===== src/rtl/reservation_station_if.sv =====
// Dispatch, writeback-broadcast and issue signals shared between the scheduler front end
// and the reservation station.
interface reservation_station_if #(
    parameter int REG_SIZE = 32,
    parameter int NUM_TAGS = 64,
    parameter int ROB_SIZE = 64,
    parameter int RS_SIZE  = 16
);
    localparam int NUM_TAGS_LOG2 = $clog2(NUM_TAGS);
    localparam int ROB_SIZE_LOG2 = $clog2(ROB_SIZE);
    localparam int RS_SIZE_LOG2  = $clog2(RS_SIZE + 1);

    logic                     disp_valid;
    logic [3:0]               disp_op;
    logic [NUM_TAGS_LOG2-1:0] disp_src1_tag;
    logic [NUM_TAGS_LOG2-1:0] disp_src2_tag;
    logic                     disp_src1_rdy;
    logic                     disp_src2_rdy;
    logic [REG_SIZE-1:0]      disp_src1_val;
    logic [REG_SIZE-1:0]      disp_src2_val;
    logic [NUM_TAGS_LOG2-1:0] disp_rd_tag;
    logic [ROB_SIZE_LOG2-1:0] disp_rob_index;
    logic                     disp_loadstore;

    logic                     wb_valid;
    logic [NUM_TAGS_LOG2-1:0] wb_tag;
    logic [REG_SIZE-1:0]      wb_value;

    logic                     flush;
    logic                     full;
    logic [RS_SIZE_LOG2-1:0]  count;

    logic [3:0]               op;
    logic [REG_SIZE-1:0]      rs1;
    logic [REG_SIZE-1:0]      rs2;
    logic [NUM_TAGS_LOG2-1:0] tags_out;
    logic [ROB_SIZE_LOG2-1:0] rob_index_out;
    logic                     valid_out;
    logic                     loadstore_out;

    modport master (
        output disp_valid, disp_op, disp_src1_tag, disp_src2_tag, disp_src1_rdy,
               disp_src2_rdy, disp_src1_val, disp_src2_val, disp_rd_tag,
               disp_rob_index, disp_loadstore, wb_valid, wb_tag, wb_value, flush,
        input  full, count, op, rs1, rs2, tags_out, rob_index_out, valid_out,
               loadstore_out
    );

    modport slave (
        input  disp_valid, disp_op, disp_src1_tag, disp_src2_tag, disp_src1_rdy,
               disp_src2_rdy, disp_src1_val, disp_src2_val, disp_rd_tag,
               disp_rob_index, disp_loadstore, wb_valid, wb_tag, wb_value, flush,
        output full, count, op, rs1, rs2, tags_out, rob_index_out, valid_out,
               loadstore_out
    );
endinterface


===== src/rtl/reservation_station.sv =====
// Reservation station: holds dispatched ops until both operands are ready (via dispatch,
// bypass or writeback wakeup) and issues the lowest-index ready entry each cycle.
module reservation_station #(
    parameter int REG_SIZE = 32,
    parameter int NUM_TAGS = 64,
    parameter int ROB_SIZE = 64,
    parameter int RS_SIZE  = 16
) (
    input  logic                  clk,
    input  logic                  rst,
    reservation_station_if.slave  bus
);
    localparam int NUM_TAGS_LOG2 = $clog2(NUM_TAGS);
    localparam int ROB_SIZE_LOG2 = $clog2(ROB_SIZE);
    localparam int RS_SIZE_LOG2  = $clog2(RS_SIZE + 1);
    localparam int IDX_W         = (RS_SIZE > 1) ? $clog2(RS_SIZE) : 1;

    typedef struct packed {
        logic                     busy;
        logic [3:0]               op;
        logic [NUM_TAGS_LOG2-1:0] src1_tag;
        logic                     src1_rdy;
        logic [REG_SIZE-1:0]      src1_val;
        logic [NUM_TAGS_LOG2-1:0] src2_tag;
        logic                     src2_rdy;
        logic [REG_SIZE-1:0]      src2_val;
        logic [NUM_TAGS_LOG2-1:0] rd_tag;
        logic [ROB_SIZE_LOG2-1:0] rob_index;
        logic                     loadstore;
    } entry_t;

    entry_t                   entry_q [RS_SIZE];
    entry_t                   entry_d [RS_SIZE];
    entry_t                   disp_entry;

    logic [RS_SIZE_LOG2-1:0]  count_q, count_d;
    logic [3:0]               op_q, op_d;
    logic [REG_SIZE-1:0]      rs1_q, rs1_d;
    logic [REG_SIZE-1:0]      rs2_q, rs2_d;
    logic [NUM_TAGS_LOG2-1:0] tags_out_q, tags_out_d;
    logic [ROB_SIZE_LOG2-1:0] rob_index_out_q, rob_index_out_d;
    logic                     valid_out_q, valid_out_d;
    logic                     loadstore_out_q, loadstore_out_d;

    logic [RS_SIZE-1:0]       busy_vec;
    logic [RS_SIZE-1:0]       ready_vec;
    logic                     full;
    logic                     free_found, sel_found;
    logic [IDX_W-1:0]         free_idx, sel_idx;
    logic                     disp_accept, issue;

    always_comb begin
        for (int i = 0; i < RS_SIZE; i++) begin
            busy_vec[i]  = entry_q[i].busy;
            ready_vec[i] = entry_q[i].busy & entry_q[i].src1_rdy & entry_q[i].src2_rdy;
        end
    end

    // Descending scans so the last hit, and therefore the winner, is the lowest index.
    always_comb begin
        free_found = 1'b0;
        free_idx   = '0;
        sel_found  = 1'b0;
        sel_idx    = '0;
        for (int i = RS_SIZE - 1; i >= 0; i--) begin
            if (!busy_vec[i]) begin
                free_found = 1'b1;
                free_idx   = i[IDX_W-1:0];
            end
            if (ready_vec[i]) begin
                sel_found = 1'b1;
                sel_idx   = i[IDX_W-1:0];
            end
        end
    end

    assign full        = &busy_vec;
    assign disp_accept = bus.disp_valid & free_found & ~bus.flush;
    assign issue       = sel_found & ~bus.flush;

    // Incoming operands may be satisfied by the result broadcast in the same cycle.
    always_comb begin
        disp_entry           = '0;
        disp_entry.busy      = 1'b1;
        disp_entry.op        = bus.disp_op;
        disp_entry.src1_tag  = bus.disp_src1_tag;
        disp_entry.src1_rdy  = bus.disp_src1_rdy;
        disp_entry.src1_val  = bus.disp_src1_val;
        disp_entry.src2_tag  = bus.disp_src2_tag;
        disp_entry.src2_rdy  = bus.disp_src2_rdy;
        disp_entry.src2_val  = bus.disp_src2_val;
        disp_entry.rd_tag    = bus.disp_rd_tag;
        disp_entry.rob_index = bus.disp_rob_index;
        disp_entry.loadstore = bus.disp_loadstore;
        if (bus.wb_valid && !bus.disp_src1_rdy && bus.disp_src1_tag == bus.wb_tag) begin
            disp_entry.src1_rdy = 1'b1;
            disp_entry.src1_val = bus.wb_value;
        end
        if (bus.wb_valid && !bus.disp_src2_rdy && bus.disp_src2_tag == bus.wb_tag) begin
            disp_entry.src2_rdy = 1'b1;
            disp_entry.src2_val = bus.wb_value;
        end
    end

    always_comb begin
        for (int i = 0; i < RS_SIZE; i++) begin
            entry_d[i] = entry_q[i];
            if (entry_q[i].busy && bus.wb_valid) begin
                if (!entry_q[i].src1_rdy && entry_q[i].src1_tag == bus.wb_tag) begin
                    entry_d[i].src1_rdy = 1'b1;
                    entry_d[i].src1_val = bus.wb_value;
                end
                if (!entry_q[i].src2_rdy && entry_q[i].src2_tag == bus.wb_tag) begin
                    entry_d[i].src2_rdy = 1'b1;
                    entry_d[i].src2_val = bus.wb_value;
                end
            end
        end
        if (issue) begin
            entry_d[sel_idx].busy = 1'b0;
        end
        if (disp_accept) begin
            entry_d[free_idx] = disp_entry;
        end
        if (bus.flush) begin
            for (int i = 0; i < RS_SIZE; i++) begin
                entry_d[i].busy     = 1'b0;
                entry_d[i].src1_rdy = 1'b0;
                entry_d[i].src2_rdy = 1'b0;
            end
        end
    end

    // Idle and flushed cycles present an all-zero payload rather than holding the last issue.
    always_comb begin
        op_d            = '0;
        rs1_d           = '0;
        rs2_d           = '0;
        tags_out_d      = '0;
        rob_index_out_d = '0;
        valid_out_d     = 1'b0;
        loadstore_out_d = 1'b0;
        if (issue) begin
            op_d            = entry_q[sel_idx].op;
            rs1_d           = entry_q[sel_idx].src1_val;
            rs2_d           = entry_q[sel_idx].src2_val;
            tags_out_d      = entry_q[sel_idx].rd_tag;
            rob_index_out_d = entry_q[sel_idx].rob_index;
            valid_out_d     = 1'b1;
            loadstore_out_d = entry_q[sel_idx].loadstore;
        end
        if (bus.flush) begin
            count_d = '0;
        end else begin
            count_d = count_q + RS_SIZE_LOG2'(disp_accept) - RS_SIZE_LOG2'(issue);
        end
    end

    always_ff @(posedge clk or negedge rst) begin
        if (!rst) begin
            for (int i = 0; i < RS_SIZE; i++) begin
                entry_q[i] <= '0;
            end
            count_q         <= '0;
            op_q            <= '0;
            rs1_q           <= '0;
            rs2_q           <= '0;
            tags_out_q      <= '0;
            rob_index_out_q <= '0;
            valid_out_q     <= 1'b0;
            loadstore_out_q <= 1'b0;
        end else begin
            for (int i = 0; i < RS_SIZE; i++) begin
                entry_q[i] <= entry_d[i];
            end
            count_q         <= count_d;
            op_q            <= op_d;
            rs1_q           <= rs1_d;
            rs2_q           <= rs2_d;
            tags_out_q      <= tags_out_d;
            rob_index_out_q <= rob_index_out_d;
            valid_out_q     <= valid_out_d;
            loadstore_out_q <= loadstore_out_d;
        end
    end

    assign bus.full          = full;
    assign bus.count         = count_q;
    assign bus.op            = op_q;
    assign bus.rs1           = rs1_q;
    assign bus.rs2           = rs2_q;
    assign bus.tags_out      = tags_out_q;
    assign bus.rob_index_out = rob_index_out_q;
    assign bus.valid_out     = valid_out_q;
    assign bus.loadstore_out = loadstore_out_q;
endmodule


===== src/flat_wrapper.sv =====
// flat-port wrapper written by rule: the top's interface ports become plain ports
module reservation_station_flat 
#(
    parameter int REG_SIZE = 32,
    parameter int NUM_TAGS = 64,
    parameter int ROB_SIZE = 64,
    parameter int RS_SIZE  = 16
)
  (clk, rst, bus_disp_valid, bus_disp_op, bus_disp_src1_tag, bus_disp_src2_tag, bus_disp_src1_rdy, bus_disp_src2_rdy, bus_disp_src1_val, bus_disp_src2_val, bus_disp_rd_tag, bus_disp_rob_index, bus_disp_loadstore, bus_wb_valid, bus_wb_tag, bus_wb_value, bus_flush, bus_full, bus_count, bus_op, bus_rs1, bus_rs2, bus_tags_out, bus_rob_index_out, bus_valid_out, bus_loadstore_out);
  reservation_station_if #(.REG_SIZE(REG_SIZE), .NUM_TAGS(NUM_TAGS), .ROB_SIZE(ROB_SIZE), .RS_SIZE(RS_SIZE)) bus_i ();
  input  logic clk;
  input  logic rst;
  input wire logic [$bits(bus_i.disp_valid)-1:0] bus_disp_valid;
  input wire logic [$bits(bus_i.disp_op)-1:0] bus_disp_op;
  input wire logic [$bits(bus_i.disp_src1_tag)-1:0] bus_disp_src1_tag;
  input wire logic [$bits(bus_i.disp_src2_tag)-1:0] bus_disp_src2_tag;
  input wire logic [$bits(bus_i.disp_src1_rdy)-1:0] bus_disp_src1_rdy;
  input wire logic [$bits(bus_i.disp_src2_rdy)-1:0] bus_disp_src2_rdy;
  input wire logic [$bits(bus_i.disp_src1_val)-1:0] bus_disp_src1_val;
  input wire logic [$bits(bus_i.disp_src2_val)-1:0] bus_disp_src2_val;
  input wire logic [$bits(bus_i.disp_rd_tag)-1:0] bus_disp_rd_tag;
  input wire logic [$bits(bus_i.disp_rob_index)-1:0] bus_disp_rob_index;
  input wire logic [$bits(bus_i.disp_loadstore)-1:0] bus_disp_loadstore;
  input wire logic [$bits(bus_i.wb_valid)-1:0] bus_wb_valid;
  input wire logic [$bits(bus_i.wb_tag)-1:0] bus_wb_tag;
  input wire logic [$bits(bus_i.wb_value)-1:0] bus_wb_value;
  input wire logic [$bits(bus_i.flush)-1:0] bus_flush;
  output wire logic [$bits(bus_i.full)-1:0] bus_full;
  output wire logic [$bits(bus_i.count)-1:0] bus_count;
  output wire logic [$bits(bus_i.op)-1:0] bus_op;
  output wire logic [$bits(bus_i.rs1)-1:0] bus_rs1;
  output wire logic [$bits(bus_i.rs2)-1:0] bus_rs2;
  output wire logic [$bits(bus_i.tags_out)-1:0] bus_tags_out;
  output wire logic [$bits(bus_i.rob_index_out)-1:0] bus_rob_index_out;
  output wire logic [$bits(bus_i.valid_out)-1:0] bus_valid_out;
  output wire logic [$bits(bus_i.loadstore_out)-1:0] bus_loadstore_out;
  assign bus_i.disp_valid = bus_disp_valid;
  assign bus_i.disp_op = bus_disp_op;
  assign bus_i.disp_src1_tag = bus_disp_src1_tag;
  assign bus_i.disp_src2_tag = bus_disp_src2_tag;
  assign bus_i.disp_src1_rdy = bus_disp_src1_rdy;
  assign bus_i.disp_src2_rdy = bus_disp_src2_rdy;
  assign bus_i.disp_src1_val = bus_disp_src1_val;
  assign bus_i.disp_src2_val = bus_disp_src2_val;
  assign bus_i.disp_rd_tag = bus_disp_rd_tag;
  assign bus_i.disp_rob_index = bus_disp_rob_index;
  assign bus_i.disp_loadstore = bus_disp_loadstore;
  assign bus_i.wb_valid = bus_wb_valid;
  assign bus_i.wb_tag = bus_wb_tag;
  assign bus_i.wb_value = bus_wb_value;
  assign bus_i.flush = bus_flush;
  assign bus_full = bus_i.full;
  assign bus_count = bus_i.count;
  assign bus_op = bus_i.op;
  assign bus_rs1 = bus_i.rs1;
  assign bus_rs2 = bus_i.rs2;
  assign bus_tags_out = bus_i.tags_out;
  assign bus_rob_index_out = bus_i.rob_index_out;
  assign bus_valid_out = bus_i.valid_out;
  assign bus_loadstore_out = bus_i.loadstore_out;
  reservation_station #(.REG_SIZE(REG_SIZE), .NUM_TAGS(NUM_TAGS), .ROB_SIZE(ROB_SIZE), .RS_SIZE(RS_SIZE)) u_core (.clk(clk), .rst(rst), .bus(bus_i));
endmodule

===== config.mk =====
export PLATFORM = sky130hd
export DESIGN_NAME = reservation_station_flat
export DESIGN_NICKNAME = d
export VERILOG_FILES = /design/src/rtl/reservation_station_if.sv /design/src/rtl/reservation_station.sv /design/src/flat_wrapper.sv
export SDC_FILE = /design/constraint.sdc
export NUM_CORES = 2
export LEC_CHECK = 0
export BUFFER_PORTS_ARGS = -buffer_cell sky130_fd_sc_hd__buf_2
export CORE_UTILIZATION = 45
export CTS_CLUSTER_DIAMETER = 40
export DETAILED_ROUTE_END_ITERATION = 16
export MAX_ROUTING_LAYER = met4
export PLACE_DENSITY_LB_ADDON = 0.2
export SETUP_SLACK_MARGIN = 0.1
export SLEW_MARGIN = 20
export SYNTH_ARGS = -nofsm -noshare
export SYNTH_HDL_FRONTEND = slang
export SYNTH_SLANG_ARGS = --single-unit

===== constraint.sdc =====
create_clock -name clk -period 6.9 [get_ports clk]
set_clock_uncertainty 0.2 [all_clocks]
set_input_delay 0.69 -clock clk [delete_from_list [all_inputs] [get_ports clk]]
set_output_delay 0.69 -clock clk [all_outputs]
set_load 0.05 [all_outputs]

==> run summary <==
The biggest cell delay along the critical path is 740 ps. The total standard cell area after synthesis came out at 81100 sq um. The static leakage power came out at 40.4 nW. Walking the worst path, the cells encountered are nand3_1 -> o211ai_1 -> nand2_1 -> a21o_2 -> buf_4 -> nand3_4 -> buf_4 -> o22ai_1 -> or3_1 -> nor4_1. The post-route fraction of the period consumed by the critical path came out at 70.3%. The maximum number of pins on one net before global-route repair is 161. The fraction of synthesized cell area taken by the top area cell type came out at 50.1%. Once detailed placement completed, the half-perimeter wirelength came to 169000 um. After synthesis, the most frequently instantiated cells are sky130_fd_sc_hd__dfrtp_1 (1623), sky130_fd_sc_hd__mux2i_1 (1024), sky130_fd_sc_hd__nor2_1 (747).

The fraction of layout instances using a drive strength above 1 came out at 18.0%. The clock net sink count is 1623. The H-tree was split into 5 levels. After the first detailed-routing iteration, the DRC count stood at 8066.

Yosys attributes the largest share of cell area to sky130_fd_sc_hd__dfrtp_1 (50%), sky130_fd_sc_hd__mux2i_1 (13%), sky130_fd_sc_hd__mux2_2 (6.8%), sky130_fd_sc_hd__nor2_1 (3.5%), sky130_fd_sc_hd__o21ai_0 (3.5%). The maximum count of clock buffers along a single path is 4. The routed wire length came out at 313000 um.

Across the run, the number of max-cap violations was 0. The routed wirelength normalized by instance count came out at 30.1 um. Counting instances, the worst hold path has a depth of 3. For hold timing, the worst endpoint is u_core.entry_q[1485]$_DFF_PN0_. The worst relative slew slack is 19.1%. The setup check on the worst reg-to-reg path leaves a slack of 2050 ps. From left edge to right edge, the die measures 426 um. The number of antenna violations at the first check in global routing is 7. The worst register-to-register path begins at u_core.busy_vec[15]$_DFF_PN0_. The starting density of the core came out at 45.4%.

Counting cells, the worst reg-to-reg path comes to 10. TritonCTS created 292 clock buffers. The mean post-synth cell area is 10.2 sq um.

The global-route usage over all layers came out at 34.9%. The worst setup path is captured at a flop. The full die area came out at 182000 sq um. Setup repair after global routing left no endpoint under its margin. The actual transition at the worst max-transition pin came out at 1210 ps. The number of pins with negative max-slew slack in the final report came out at 0.

The number of synthesis warnings came out at 0. The data arrival time of the worst path is 5380 ps. The global-route wire length before repair is 452000 um.

The flow ran to the end, and the final reports show no timing, DRC or antenna violations. The total number of placement rows came out at 155. The final weighted congestion of routability-driven global placement came out at 0.939. The endpoint of the worst-slack reg-to-reg timing path is u_core.bus.rs2[25]$_DFF_PN0_.

In this run the worst path has a maximum fanout of 34. The area taken by multi-input logic gates is 37400 sq um. The residual overflow from global routing came out at 0.

The worst hold slack after final layout came out at 44.3 ps. The remaining design rule violation count is 0. Counting stages on the worst path, the most repeated cell is sky130_fd_sc_hd__buf_4. The via count of the first global-routing pass came to 64118. The number of nets with antenna violations after routing came out at 0.

The quantity of gates resized following cts is 0. The path class of the lowest-slack min-delay path is in2reg. The net count after synthesis is 8084. IR analysis of the VDD net gives a maximum drop of 0.219 mV. TritonCTS built the clock tree. The quantity of I/O buffers inserted on ports is 225. The post-synthesis async set-or-reset flop share came out at 100%. Dividing the detail-routed via count by the number of cells gives 6.32.

The setup TNS came out at 0 ps. The later pin in the worst-skew pair is clocked with a latency of 950 ps. The sequential cell area fraction in the yosys report is 50.1%. The sequential standard cell area came out at 40600 sq um.

In this run the most critical hold path is launched from bus_disp_valid. The primary flip-flop cell chosen by synthesis mapping is sky130_fd_sc_hd__dfrtp_1. The root buffer cell chosen for the clock tree is sky130_fd_sc_hd__clkbuf_16. The most frequent cell after synthesis is sky130_fd_sc_hd__dfrtp_1.

The combined buffer and inverter count along the critical path came out at 2. The setup path with the least slack is of type reg2reg. For this run, the detailed router's first-pass iteration total came to 6. The number of vias after detailed routing is 65668.

STA classifies the critical path startpoint as a flop. After the last flow step, the layout net total stands at 7964. The highest attainable clock frequency came out at 0.206 GHz. The count of unique library cells instantiated by Yosys is 75. The minimum clock period after layout came out at 4850 ps. The number of failing setup endpoints in the final timing report came out at 0. Broken down by cell family, the worst path's largest delay share belongs to simple AND/OR/NAND/NOR gates. The data required time of the critical path is 7430 ps. The floorplan step set the die height to 426 um. The synthesized design spends more area on one cell type than any other, namely sky130_fd_sc_hd__dfrtp_1. The synthesized instance count came out at 7940. The number of top-level pins is 226. The core region is 179000 sq um. The final total power came out at 25.9 mW. Synthesis inferred 1623 register bits. The register clock-pin slew on the reported worst setup and hold paths is 60 ps. The total power per unit cell area is 276 nW/um^2. Counting flops with a built-in enable in the synthesized netlist gives 0. Compared with the post-synthesis result, the final layout area differs by 16.0%. The largest individual stage delay along the critical path comes from the cell sky130_fd_sc_hd__buf_4. The hold violation count in the final report came out at 0. After filler insertion, the fill cell instance count of the layout stands at 15641.
[placed cells by master (no fill, tap or decap), types with 86 or more instances in the layout]
cell | netlist | routed
sky130_fd_sc_hd__a21oi_1 | 531 | 529
sky130_fd_sc_hd__buf_2 | 221 | 224
sky130_fd_sc_hd__buf_4 | 13 | 130
sky130_fd_sc_hd__clkbuf_16 | 0 | 298
sky130_fd_sc_hd__dfrtp_1 | 1623 | 1623
sky130_fd_sc_hd__mux2_2 | 487 | 487
sky130_fd_sc_hd__mux2i_1 | 1024 | 1024
sky130_fd_sc_hd__nand2_1 | 744 | 737
sky130_fd_sc_hd__nor2_1 | 747 | 713
sky130_fd_sc_hd__nor3_1 | 87 | 86
sky130_fd_sc_hd__nor4_1 | 94 | 94
sky130_fd_sc_hd__o21ai_0 | 560 | 560
sky130_fd_sc_hd__o221ai_1 | 134 | 134
sky130_fd_sc_hd__o22ai_1 | 288 | 288
sky130_fd_sc_hd__xnor2_1 | 101 | 101
sky130_fd_sc_hd__xor2_1 | 107 | 107
[how the worst max path moves through the flow]
| stage | slack (ps) | end | startpoint | depth (start not counted) |
|---|---|---|---|---|
| after floorplan | 3020 | u_core.bus.count[4]$_DFF_PN0_ | u_core.busy_vec[4]$_DFF_PN0_ | 13 |
| after global placement | 2170 | u_core.bus.rs2[12]$_DFF_PN0_ | u_core.busy_vec[0]$_DFF_PN0_ | 10 |
| after detailed placement | 2100 | u_core.bus.rs2[20]$_DFF_PN0_ | u_core.busy_vec[0]$_DFF_PN0_ | 10 |
| after CTS | 2120 | u_core.bus.rs2[27]$_DFF_PN0_ | u_core.busy_vec[0]$_DFF_PN0_ | 10 |
| after global routing | 2060 | u_core.bus.rs2[5]$_DFF_PN0_ | u_core.busy_vec[15]$_DFF_PN0_ | 10 |
| final | 2050 | u_core.bus.rs2[25]$_DFF_PN0_ | u_core.busy_vec[15]$_DFF_PN0_ | 10 |
[per-layer routing]
layer | up-vias | global-route usage (%) | share of wire [%]
met1 | 33087 | 45.6 | 41
met5 | - | - | 0
met4 | 0 | 16.9 | 5.3
met3 | 910 | 6.72 | 8.9
li1 | 28087 | - | -
met2 | 3584 | 52.1 | 45
[power breakdown]
part	switching, mW	internal, mW	leakage, nW
combinational	0.836	0.425	13.3
sequential	0.192	9.85	22.3
clock	5.14	9.46	4.77
total	6.17	19.7	40.4
[sequential cells by signal, indices dropped and copies added (netlist names)]
name	flops
u_core.bus.rs2	32
u_core.entry_q	1520
u_core.bus.count	5
u_core.bus.loadstore_out	1
u_core.bus.op	4
u_core.bus.rs1	32
u_core.bus.valid_out	1
u_core.bus.rob_index_out	6
u_core.busy_vec	16
u_core.bus.tags_out	6
[cells by family (layout without fill, tap and decap cells)]
| family | count (synthesis) | after routing | synth area share [%] |
|---|---|---|---|
| buffers and inverters | 882 | 973 | 4.51 |
| other | 0 | 4 | 0 |
| adders and majority gates | 6 | 6 | 0.102 |
| DFF | 1623 | 1623 | 50.1 |
| and+or+nand+nor | 1902 | 1902 | 10.0 |
| muxes | 1523 | 1523 | 19.6 |
| AOI/OAI and AO/OA | 1796 | 1796 | 13.5 |
| xor gates and xnor gates | 208 | 208 | 2.25 |
[timing repair]
| action | in CTS | in global routing |
|---|---|---|
| buffers inserted | 0 | 0 |
| endpoints found under the hold margin | 151 | 0 |
| hold buffers | 29 | 0 |
| endpoints found under the setup margin | 0 | 0 |
[worst reg2reg max path, cell delays in order, from the launching register on]
cell and delay, ps:
sky130_fd_sc_hd__dfrtp_1 580, sky130_fd_sc_hd__nand3_1 310, sky130_fd_sc_hd__o211ai_1 370, sky130_fd_sc_hd__nand2_1 170
sky130_fd_sc_hd__a21o_2 370, sky130_fd_sc_hd__buf_4 380, sky130_fd_sc_hd__nand3_4 450, sky130_fd_sc_hd__buf_4 740
sky130_fd_sc_hd__o22ai_1 190, sky130_fd_sc_hd__or3_1 410, sky130_fd_sc_hd__nor4_1 450
[metrics by stage]
step / area (sq um) / std cells / util, % / worst slack [ps]
floorplan: 81100 / 7940 / - / 3020
finish: 94000 / 10390 / 52.6 / 2050
global placement: 83800 / 9850 / 46.9 / 2170
detailed placement: 83800 / 9850 / 46.9 / 2100
global route: 94000 / 10390 / 52.6 / 2060
CTS: 93900 / 10384 / 52.6 / 2120
[layout make-up]
| class | count | share of cell area (%) |
|---|---|---|
| Sequential cell | 1623 | 43.2 |
| Multi-Input combinational cell | 5435 | 39.8 |
| Clock buffer | 361 | 8.53 |
| Timing Repair Buffer | 414 | 3.21 |
| Tap cell | 2355 | 3.13 |
| Clock inverter | 144 | 1.92 |
| Inverter | 54 | 0.216 |
| Antenna cell | 4 | 0.0106 |
(Power assumes the default switching activity.)
